File: src/rtl/scaler_pkg.sv
// Shared types for the scaler2 pipeline: step/position formats and the scaler_h FSM states.
// Position is 16.12 fixed point; step is 4.12 with 4096 meaning unity.
package scaler_pkg;

    localparam int STEP_FRAC = 12;
    localparam int STEP_ONE  = 4096;

    typedef logic [15:0] step_t;
    typedef logic [27:0] pos_t;

    typedef enum logic [1:0] {
        IDLE,
        LINE,
        EMIT,
        DONE
    } scaler_h_state_e;

    function automatic logic [15:0] int_part(input pos_t p);
        return p[27:STEP_FRAC];
    endfunction

endpackage

File: src/rtl/scaler_h_lerp.sv
// Two-stage interpolation MAC: weighted products, then sum/shift/clamp.
// SCALER_H_ROUND_EN selects round-half-up; otherwise the result is truncated.
module scaler_h_lerp #(
    parameter int PW = 8,
    parameter int C  = 10
) (
    input  logic          clk,
    input  logic          rst_n,
    input  logic          valid,
    input  logic [PW-1:0] p0,
    input  logic [PW-1:0] p1,
    input  logic [C-1:0]  fc,
    output logic          pix_valid,
    output logic [PW-1:0] pix
);

    localparam int MW = PW + C + 1;
    localparam logic [MW-1:0] PIX_MAX = MW'((1 << PW) - 1);

    logic [C:0]    w0;
    logic [MW-1:0] m0;
    logic [MW-1:0] m1;
    logic [MW-1:0] sum;
    logic [MW-1:0] res;
    logic          v1;

    always_comb begin
        w0  = {1'b1, {C{1'b0}}} - {1'b0, fc};
`ifdef SCALER_H_ROUND_EN
        sum = m0 + m1 + (MW'(1) << (C - 1));
`else
        sum = m0 + m1;
`endif
        res = sum >> C;
    end

    always_ff @(posedge clk or negedge rst_n) begin
        if (!rst_n) begin
            v1        <= 1'b0;
            m0        <= '0;
            m1        <= '0;
            pix_valid <= 1'b0;
            pix       <= '0;
        end else begin
            v1        <= valid;
            m0        <= MW'(p0) * MW'(w0);
            m1        <= MW'(p1) * MW'(fc);
            pix_valid <= v1;
            pix       <= (res > PIX_MAX) ? '1 : res[PW-1:0];
        end
    end

endmodule

File: src/rtl/scaler_h.sv
// Horizontal linear-interpolation scaler: resamples each line by a 4.12 step.
// Build option SCALER_H_ROUND_EN enables round-half-up in the interpolator.
module scaler_h
    import scaler_pkg::*;
#(
    parameter int PIXEL_WIDTH   = 8,
    parameter int COE_WIDTH     = 10,
    parameter int LINE_SIZE_MAX = 1024
) (
    input  logic                   clk,
    input  logic                   rst_n,
    input  logic [15:0]            h_scale_step,
    input  logic [15:0]            h_scale_line_size,
    input  logic [PIXEL_WIDTH-1:0] di_i,
    input  logic                   de_i,
    input  logic                   hs_i,
    input  logic                   vs_i,
    output logic [PIXEL_WIDTH-1:0] do_o,
    output logic                   de_o,
    output logic                   hs_o,
    output logic                   vs_o,
    output logic                   ovf_o
);

    localparam int PW = PIXEL_WIDTH;
    localparam int C  = COE_WIDTH;
    localparam int CW = $clog2(LINE_SIZE_MAX + 1);

    scaler_h_state_e state;
    step_t           step_q;
    logic [15:0]     size_q;
    pos_t            pos;
    logic [15:0]     kl;
    logic            fresh;
    logic [CW-1:0]   cnt;
    logic [PW-1:0]   p0;
    logic [PW-1:0]   p1;
    logic            iss_v;
    logic [PW-1:0]   iss_p0;
    logic [PW-1:0]   iss_p1;
    logic [C-1:0]    iss_fc;
    logic [1:0]      hs_d;
    logic [1:0]      vs_d;

    step_t         step_in;
    logic [15:0]   size_now;
    pos_t          pos_nx;
    logic [16:0]   i1;
    logic [16:0]   i1_nx;
    logic [15:0]   kl_acc;
    logic [16:0]   kl_w;
    logic [16:0]   kl_acc_w;
    logic [16:0]   kl_eff_w;
    logic [CW-1:0] cnt_nx;
    logic          line_end;

    // kl is the index of the last accepted pixel; i1 is I+1 of the
    // current output position, so a match means p0/p1 bracket it.
    always_comb begin
        step_in  = (h_scale_step == '0) ? step_t'(STEP_ONE) : h_scale_step;
        size_now = vs_i ? h_scale_line_size : size_q;
        pos_nx   = pos + pos_t'(step_q);
        i1       = {1'b0, int_part(pos)} + 17'd1;
        i1_nx    = {1'b0, int_part(pos_nx)} + 17'd1;
        kl_acc   = fresh ? '0 : kl + 16'd1;
        kl_w     = {1'b0, kl};
        kl_acc_w = {1'b0, kl_acc};
        kl_eff_w = de_i ? kl_acc_w : kl_w;
        cnt_nx   = cnt + CW'(1);
        line_end = (16'(cnt_nx) == size_q)
                || (cnt_nx == CW'(LINE_SIZE_MAX));
    end

    always_ff @(posedge clk or negedge rst_n) begin
        if (!rst_n) begin
            state  <= IDLE;
            step_q <= step_t'(STEP_ONE);
            size_q <= '0;
            pos    <= '0;
            kl     <= '0;
            fresh  <= 1'b1;
            cnt    <= '0;
            p0     <= '0;
            p1     <= '0;
            iss_v  <= 1'b0;
            iss_p0 <= '0;
            iss_p1 <= '0;
            iss_fc <= '0;
            hs_d   <= '0;
            vs_d   <= '0;
            hs_o   <= 1'b0;
            vs_o   <= 1'b0;
            ovf_o  <= 1'b0;
        end else begin
            iss_v <= 1'b0;
            hs_d  <= {hs_d[0], hs_i};
            vs_d  <= {vs_d[0], vs_i};
            hs_o  <= hs_d[1];
            vs_o  <= vs_d[1];
            if (vs_i) begin
                step_q <= step_in;
                size_q <= h_scale_line_size;
                ovf_o  <= 1'b0;
            end
            if (hs_i) begin
                pos   <= '0;
                cnt   <= '0;
                kl    <= '0;
                fresh <= !de_i;
                if (de_i) begin
                    p0 <= di_i;
                    p1 <= di_i;
                end
                state <= (size_now == '0) ? DONE : LINE;
            end else begin
                unique case (state)
                    LINE: begin
                        if (de_i) begin
                            p0    <= fresh ? di_i : p1;
                            p1    <= di_i;
                            kl    <= kl_acc;
                            fresh <= 1'b0;
                            if (i1 == kl_acc_w)
                                state <= EMIT;
                        end
                    end
                    EMIT: begin
                        pos <= pos_nx;
                        cnt <= cnt_nx;
                        // i1 < kl: output of an overrun pair, skipped
                        if (i1 == kl_w) begin
                            iss_v  <= 1'b1;
                            iss_p0 <= p0;
                            iss_p1 <= p1;
                            iss_fc <= pos[STEP_FRAC-1 -: C];
                        end
                        if (de_i) begin
                            p0    <= fresh ? di_i : p1;
                            p1    <= di_i;
                            kl    <= kl_acc;
                            fresh <= 1'b0;
                            if (i1_nx <= kl_w)
                                ovf_o <= 1'b1;
                        end
                        if (line_end)
                            state <= DONE;
                        else if (i1_nx > kl_eff_w)
                            state <= LINE;
                    end
                    default: ;
                endcase
            end
        end
    end

    scaler_h_lerp #(
        .PW (PW),
        .C  (C)
    ) u_lerp (
        .clk       (clk),
        .rst_n     (rst_n),
        .valid     (iss_v),
        .p0        (iss_p0),
        .p1        (iss_p1),
        .fc        (iss_fc),
        .pix_valid (de_o),
        .pix       (do_o)
    );

endmodule
File: config.mk
export PLATFORM = sky130hd
export DESIGN_NAME = scaler_h
export DESIGN_NICKNAME = d
export VERILOG_FILES = /design/src/rtl/scaler_pkg.sv /design/src/rtl/scaler_h_lerp.sv /design/src/rtl/scaler_h.sv
export SDC_FILE = /design/constraint.sdc
export NUM_CORES = 1
export LEC_CHECK = 0
export ABC_CLOCK_PERIOD_IN_PS = 9400
export BUFFER_PORTS_ARGS = -buffer_cell sky130_fd_sc_hd__buf_2
export CAP_MARGIN = 20
export CORE_ASPECT_RATIO = 0.9
export CORE_MARGIN = 1.5
export CORE_UTILIZATION = 50
export DETAILED_ROUTE_END_ITERATION = 8
export MAX_ROUTING_LAYER = met4
export PLACE_DENSITY = 0.64
export SLEW_MARGIN = 10
export SYNTH_ARGS = -nofsm -noshare
export SYNTH_HDL_FRONTEND = slang
export SYNTH_SLANG_ARGS = --single-unit
File: constraint.sdc
create_clock -name clk -period 9.4 [get_ports clk]
set_input_delay 0.94 -clock clk [delete_from_list [all_inputs] [get_ports clk]]
set_output_delay 0.94 -clock clk [all_outputs]
set_load 0.1 [all_outputs]
==> impl_results.html <==
<table>
<tr><th>Metric</th><th>Value</th></tr>
<tr><th colspan="2">Finish</th></tr>
<tr><td>Syn-to-layout area delta</td><td>6.980%</td></tr>
<tr><td>Most frequent cells in the layout</td><td>sky130_fd_sc_hd__nand2_1, sky130_fd_sc_hd__dfrtp_1, sky130_fd_sc_hd__inv_1, sky130_fd_sc_hd__ha_1, sky130_fd_sc_hd__nor2_1</td></tr>
<tr><td>Number of inserted diodes</td><td>0</td></tr>
<tr><td>Count of fill cells added during filler insertion</td><td>2,938</td></tr>
<tr><td>Total area of multi-input combinational cells</td><td>0.01084 mm^2</td></tr>
<tr><td>Sequential cell area in the final layout</td><td>0.004682 mm^2</td></tr>
<tr><td>Post-layout net count</td><td>roughly 2,100</td></tr>
<tr><td>Layout cells sized above 1</td><td>0.09181</td></tr>
<tr><td>Most common cell after layout, fill and taps aside</td><td>sky130_fd_sc_hd__nand2_1</td></tr>
<tr><td>Design Area, Final</td><td>around 0.018 mm^2</td></tr>
<tr><td>Final standard cell count with taps included and fillers excluded</td><td>2,224</td></tr>
<tr><th colspan="2">STA</th></tr>
<tr><td>Worst setup slack after layout</td><td>3.155 ns</td></tr>
<tr><td>Max Transition Viols Final</td><td>0</td></tr>
<tr><td>Transition time at the pin with the least slew margin</td><td>0.9234 ns</td></tr>
<tr><td>Final period demand of the worst path</td><td>6.245 ns</td></tr>
<tr><td>Hold violation total from the final report</td><td>0</td></tr>
<tr><td>Setup Viol. Count Final</td><td>0</td></tr>
<tr><td>Achievable clock frequency</td><td>160.1 MHz</td></tr>
<tr><td>Worst Skew</td><td>0.01452 ns</td></tr>
<tr><td>Hold Worst Slack</td><td>0.3509 ns</td></tr>
<tr><td>Part of the cycle the worst path needs</td><td>0.6644</td></tr>
<tr><td>Headroom to the max-slew limit</td><td>0.3844</td></tr>
<tr><td>Setup repair after global routing missed its margin</td><td>false</td></tr>
<tr><td>Setup_tns</td><td>0 ns</td></tr>
<tr><th colspan="2">Global route</th></tr>
<tr><td>GRT overflow</td><td>0</td></tr>
<tr><td>Via count of the first global-routing pass</td><td>~12,000</td></tr>
<tr><td>Total track usage</td><td>0.2438</td></tr>
<tr><td>Number of antenna violations at the first check in global routing</td><td>0</td></tr>
<tr><td>Pin count of the biggest net entering global routing</td><td>68</td></tr>
<tr><td>Wire length of the first global-routing pass</td><td>63.63 mm</td></tr>
<tr><th colspan="2">Yosys</th></tr>
<tr><td>Netlist cell types</td><td>82</td></tr>
<tr><td>Number of storage elements in the synthesis netlist</td><td>187</td></tr>
<tr><td>Gate count of the mapped netlist</td><td>1,794</td></tr>
<tr><td>Mean area per synthesized cell</td><td>9.173 um^2</td></tr>
<tr><td>Syn Nets</td><td>2,091</td></tr>
<tr><td>Number of warnings printed during yosys synthesis</td><td>0</td></tr>
<tr><td>Top FF cell, synth</td><td>sky130_fd_sc_hd__dfrtp_1</td></tr>
<tr><td>Sequential fraction of the synthesis area</td><td>0.2845</td></tr>
<tr><td>Post-synthesis instance area</td><td>approximately 0.016 mm^2</td></tr>
<tr><td>Post-synth ARST share</td><td>1.000</td></tr>
<tr><td>Post-synth EDFFs</td><td>0</td></tr>
<tr><th colspan="2">Floorplanning</th></tr>
<tr><td>Total die area</td><td>0.03401 mm^2</td></tr>
<tr><td>Horizontal die dimension</td><td>194.2 um</td></tr>
<tr><td>Y dimension of the die</td><td>175.1 um</td></tr>
<tr><td>Io pins</td><td>57</td></tr>
<tr><td>Core Area</td><td>about 0.032 mm^2</td></tr>
<tr><td>Cell Rows</td><td>62</td></tr>
<tr><td>Initial Utilization</td><td>0.5124</td></tr>
<tr><th colspan="2">Setup path</th></tr>
<tr><td>Crit path launch type</td><td>flop</td></tr>
<tr><td>Crit path DAT</td><td>between 6 and 7 ns</td></tr>
<tr><td>Class of the most critical setup path</td><td>reg -&gt; reg</td></tr>
<tr><td>Required time of the critical path</td><td>9.77 ns</td></tr>
<tr><td>Crit Path Max Fanout</td><td>20</td></tr>
<tr><td>Worst setup EP type</td><td>flop</td></tr>
<tr><td>R2R depth</td><td>19</td></tr>
<tr><th colspan="2">Min path</th></tr>
<tr><td>Tightest Hold Check Type</td><td>reg -&gt; reg</td></tr>
<tr><td>Worst hold path stage count</td><td>0</td></tr>
<tr><th colspan="2">Detailed routing</th></tr>
<tr><td>Number of remaining DRC errors</td><td>0</td></tr>
<tr><td>Number of detailed-routing iterations run before antenna repair</td><td>5</td></tr>
<tr><td>Remaining antenna violation count after routing</td><td>0</td></tr>
<tr><td>Via/cell ratio</td><td>5.446</td></tr>
<tr><td>Vias after detailed routing</td><td>12,110</td></tr>
<tr><td>Wirelength per Cell</td><td>around 17 um</td></tr>
<tr><td>Starting DRC count in detailed routing</td><td>670</td></tr>
<tr><td>Final WL</td><td>38.54 mm</td></tr>
<tr><th colspan="2">Clock network</th></tr>
<tr><td>Clock Pin Slew Worst Setup and Hold Paths</td><td>0.08 ns</td></tr>
<tr><td>Hold buffers post-CTS</td><td>0</td></tr>
<tr><td>Post-CTS Setup Bufs</td><td>0</td></tr>
<tr><td>Level count of the clock H-tree</td><td>4</td></tr>
<tr><td>Root buffer cell</td><td>sky130_fd_sc_hd__clkbuf_16</td></tr>
<tr><td>TritonCTS clock tree</td><td>built</td></tr>
<tr><td>Clock sink count</td><td>187</td></tr>
<tr><td>CTS Buf Count</td><td>17</td></tr>
<tr><td>Clk_lat worst skew</td><td>roughly 0.46 ns</td></tr>
<tr><td>Resized Gates After CTS</td><td>0</td></tr>
<tr><td>Bufs on Longest Clock Path</td><td>2</td></tr>
<tr><th colspan="2">Outcome</th></tr>
<tr><td>Run status</td><td>finished, final reports clean</td></tr>
<tr><th colspan="2">Power</th></tr>
<tr><td>Clock power share</td><td>0.186</td></tr>
<tr><td>Switching share of power</td><td>0.4672</td></tr>
<tr><td>Fraction of power consumed by combinational cells</td><td>0.510</td></tr>
<tr><td>Largest vdd supply drop</td><td>0.1700 mV</td></tr>
<tr><td>Psw</td><td>between 0.0015 and 0.002 W</td></tr>
<tr><td>Cell area power density</td><td>222.0 mW/mm^2</td></tr>
<tr><td>Reg power frac</td><td>0.304</td></tr>
<tr><td>Power Internal</td><td>about 0.0021 W</td></tr>
<tr><td>Leakage</td><td>8.585 nW</td></tr>
<tr><th colspan="2">Placed design</th></tr>
<tr><td>Port Buf Inserts</td><td>between 50 and 60</td></tr>
<tr><td>Placed cell count</td><td>2,191</td></tr>
<tr><td>Placed standard-cell area</td><td>about 0.017 mm^2</td></tr>
<tr><td>RD Place Congestion</td><td>0.9280</td></tr>
<tr><td>Final HPWL DP</td><td>between 30 and 40 mm</td></tr>
<tr><td>Worst-case setup slack after placement</td><td>3.216 ns</td></tr>
<tr><th colspan="2">Run</th></tr>
<tr><td>Max-cap viol count</td><td>0</td></tr>
</table>
## kinds of logic (layout without fill, tap and decap cells)
group / count (synthesis) / count (layout) / synth area share
flops: 187 / 187 / 0.2845
compound gates: 236 / 236 / 0.09398
buf+inv: 245 / 259 / 0.05748
xor+xnor: 163 / 163 / 0.08721
mux: 78 / 78 / 0.05049
simple gates: 633 / 633 / 0.1877
fa+ha+maj: 252 / 252 / 0.2386
## worst max-delay path, stage by stage (launching register included)
cell	delay, ns
sky130_fd_sc_hd__dfrtp_1	0.70
sky130_fd_sc_hd__inv_1	0.09
sky130_fd_sc_hd__ha_1	0.26
sky130_fd_sc_hd__nand2_1	0.12
sky130_fd_sc_hd__nor3_1	0.07
sky130_fd_sc_hd__xnor2_1	0.57
sky130_fd_sc_hd__nand2_1	0.16
sky130_fd_sc_hd__fa_1	0.56
sky130_fd_sc_hd__fa_1	0.46
sky130_fd_sc_hd__fa_1	0.52
sky130_fd_sc_hd__fa_1	0.54
sky130_fd_sc_hd__inv_1	0.04
sky130_fd_sc_hd__ha_1	0.35
sky130_fd_sc_hd__and2_1	0.18
sky130_fd_sc_hd__a31o_2	0.22
sky130_fd_sc_hd__a41o_1	0.21
sky130_fd_sc_hd__o41ai_1	0.57
sky130_fd_sc_hd__o2111ai_1	0.21
sky130_fd_sc_hd__a21oi_1	0.20
sky130_fd_sc_hd__xnor2_1	0.13
## path summary, 6_finish.rpt
path                           start            end  slack [ns]
setup / recovery           iss_fc[0]  u_lerp.m0[18]        3.15
hold / removal               vs_d[0]        vs_d[1]        0.35
setup reg to reg           iss_fc[0]  u_lerp.m0[18]        3.15
hold reg to reg              vs_d[0]        vs_d[1]        0.35
max in group asynchronous      rst_n         kl[14]        7.72
min in group asynchronous      rst_n  u_lerp.pix[6]        0.46
## power groups by stage
stage          Sequential (W)  Combinational (W)  Clock [W]
6_report              0.00119            0.00200   0.000726
2_1_floorplan         0.00116            0.00147          0
4_1_cts               0.00119            0.00200   0.000747
5_1_grt               0.00121            0.00224   0.000778
3_3_place_gp          0.00120            0.00193          0
3_5_place_dp          0.00120            0.00199          0
## per-layer routing
metal,routed length (um),global-route usage,vias to the layer above
met2,18700,0.4027,192
li1,-,-,5989
met5,0,-,-
met4,670,0.06608,0
met1,17850,0.3163,5894
met3,1316,0.03243,38
## area by class of cell
cell class / instances / share of cell area
multi-input combinational: 1362 / 0.6159
sequential: 187 / 0.2660
inverter: 163 / 0.03475
tap: 416 / 0.02957
clock buffer: 18 / 0.02495
timing repair buffer: 64 / 0.02026
clock inverter: 14 / 0.008600
## cell usage after synthesis, types with 3 or more instances
cell / n / area (um^2)
sky130_fd_sc_hd__xnor2_1: 109 / 954.7
sky130_fd_sc_hd__inv_1: 163 / 611.8
sky130_fd_sc_hd__mux2_2: 40 / 450.4
sky130_fd_sc_hd__and3_1: 11 / 68.82
sky130_fd_sc_hd__o21bai_1: 6 / 45.04
sky130_fd_sc_hd__a21o_1: 15 / 112.6
sky130_fd_sc_hd__nand2_1: 250 / 938.4
sky130_fd_sc_hd__a211oi_1: 11 / 82.58
sky130_fd_sc_hd__or3_1: 7 / 43.79
sky130_fd_sc_hd__nand4_1: 22 / 137.6
sky130_fd_sc_hd__a21boi_0: 3 / 22.52
sky130_fd_sc_hd__a22oi_1: 7 / 52.55
sky130_fd_sc_hd__buf_2: 11 / 55.05
sky130_fd_sc_hd__o2111ai_1: 7 / 61.31
sky130_fd_sc_hd__mux2i_1: 38 / 380.4
sky130_fd_sc_hd__a31oi_1: 5 / 31.28
sky130_fd_sc_hd__nor3_1: 30 / 150.1
sky130_fd_sc_hd__dfrtp_1: 185 / 4629
sky130_fd_sc_hd__o211ai_1: 8 / 60.06
sky130_fd_sc_hd__nor4_4: 3 / 63.81
sky130_fd_sc_hd__nand3_1: 36 / 180.2
sky130_fd_sc_hd__nor2b_1: 16 / 100.1
sky130_fd_sc_hd__clkbuf_1: 61 / 229.0
sky130_fd_sc_hd__o21ai_0: 55 / 275.3
sky130_fd_sc_hd__xor2_1: 53 / 464.2
sky130_fd_sc_hd__buf_1: 7 / 26.28
sky130_fd_sc_hd__o21ai_1: 5 / 25.02
sky130_fd_sc_hd__and4_1: 4 / 35.03
sky130_fd_sc_hd__nor4_1: 17 / 106.4
sky130_fd_sc_hd__nand2b_1: 10 / 62.56
sky130_fd_sc_hd__ha_1: 149 / 1864
sky130_fd_sc_hd__a21oi_1: 61 / 305.3
sky130_fd_sc_hd__o21a_1: 12 / 90.09
sky130_fd_sc_hd__nor2_1: 112 / 420.4
sky130_fd_sc_hd__a41oi_1: 3 / 26.28
sky130_fd_sc_hd__a31o_2: 4 / 35.03
sky130_fd_sc_hd__o41ai_1: 3 / 26.28
sky130_fd_sc_hd__o31ai_1: 5 / 37.54
sky130_fd_sc_hd__or4_1: 5 / 37.54
sky130_fd_sc_hd__and2_1: 91 / 569.3
sky130_fd_sc_hd__fa_1: 103 / 2062
## flip-flops by register name (all words and copies together) (netlist names), 2 cells and up
| register | cells |
|---|---|
| pos | 28 |
| vs_d | 2 |
| size_q | 16 |
| u_lerp.pix | 8 |
| hs_d | 2 |
| u_lerp.m0 | 19 |
| step_q | 16 |
| iss_p1 | 8 |
| iss_p0 | 8 |
| cnt | 11 |
| p0 | 8 |
| iss_fc | 10 |
| kl | 16 |
| state | 2 |
| p1 | 8 |
| u_lerp.m1 | 18 |
## through the flow
stage | util | total power, W
finish | 0.5482 | 0.003909
global route | 0.5482 | 0.004230
CTS | 0.5477 | 0.003937
detailed placement | 0.5293 | 0.003194
global placement | 0.5293 | 0.003133
floorplan | - | 0.002637
No activity file was read; power rests on OpenSTA's default activity.
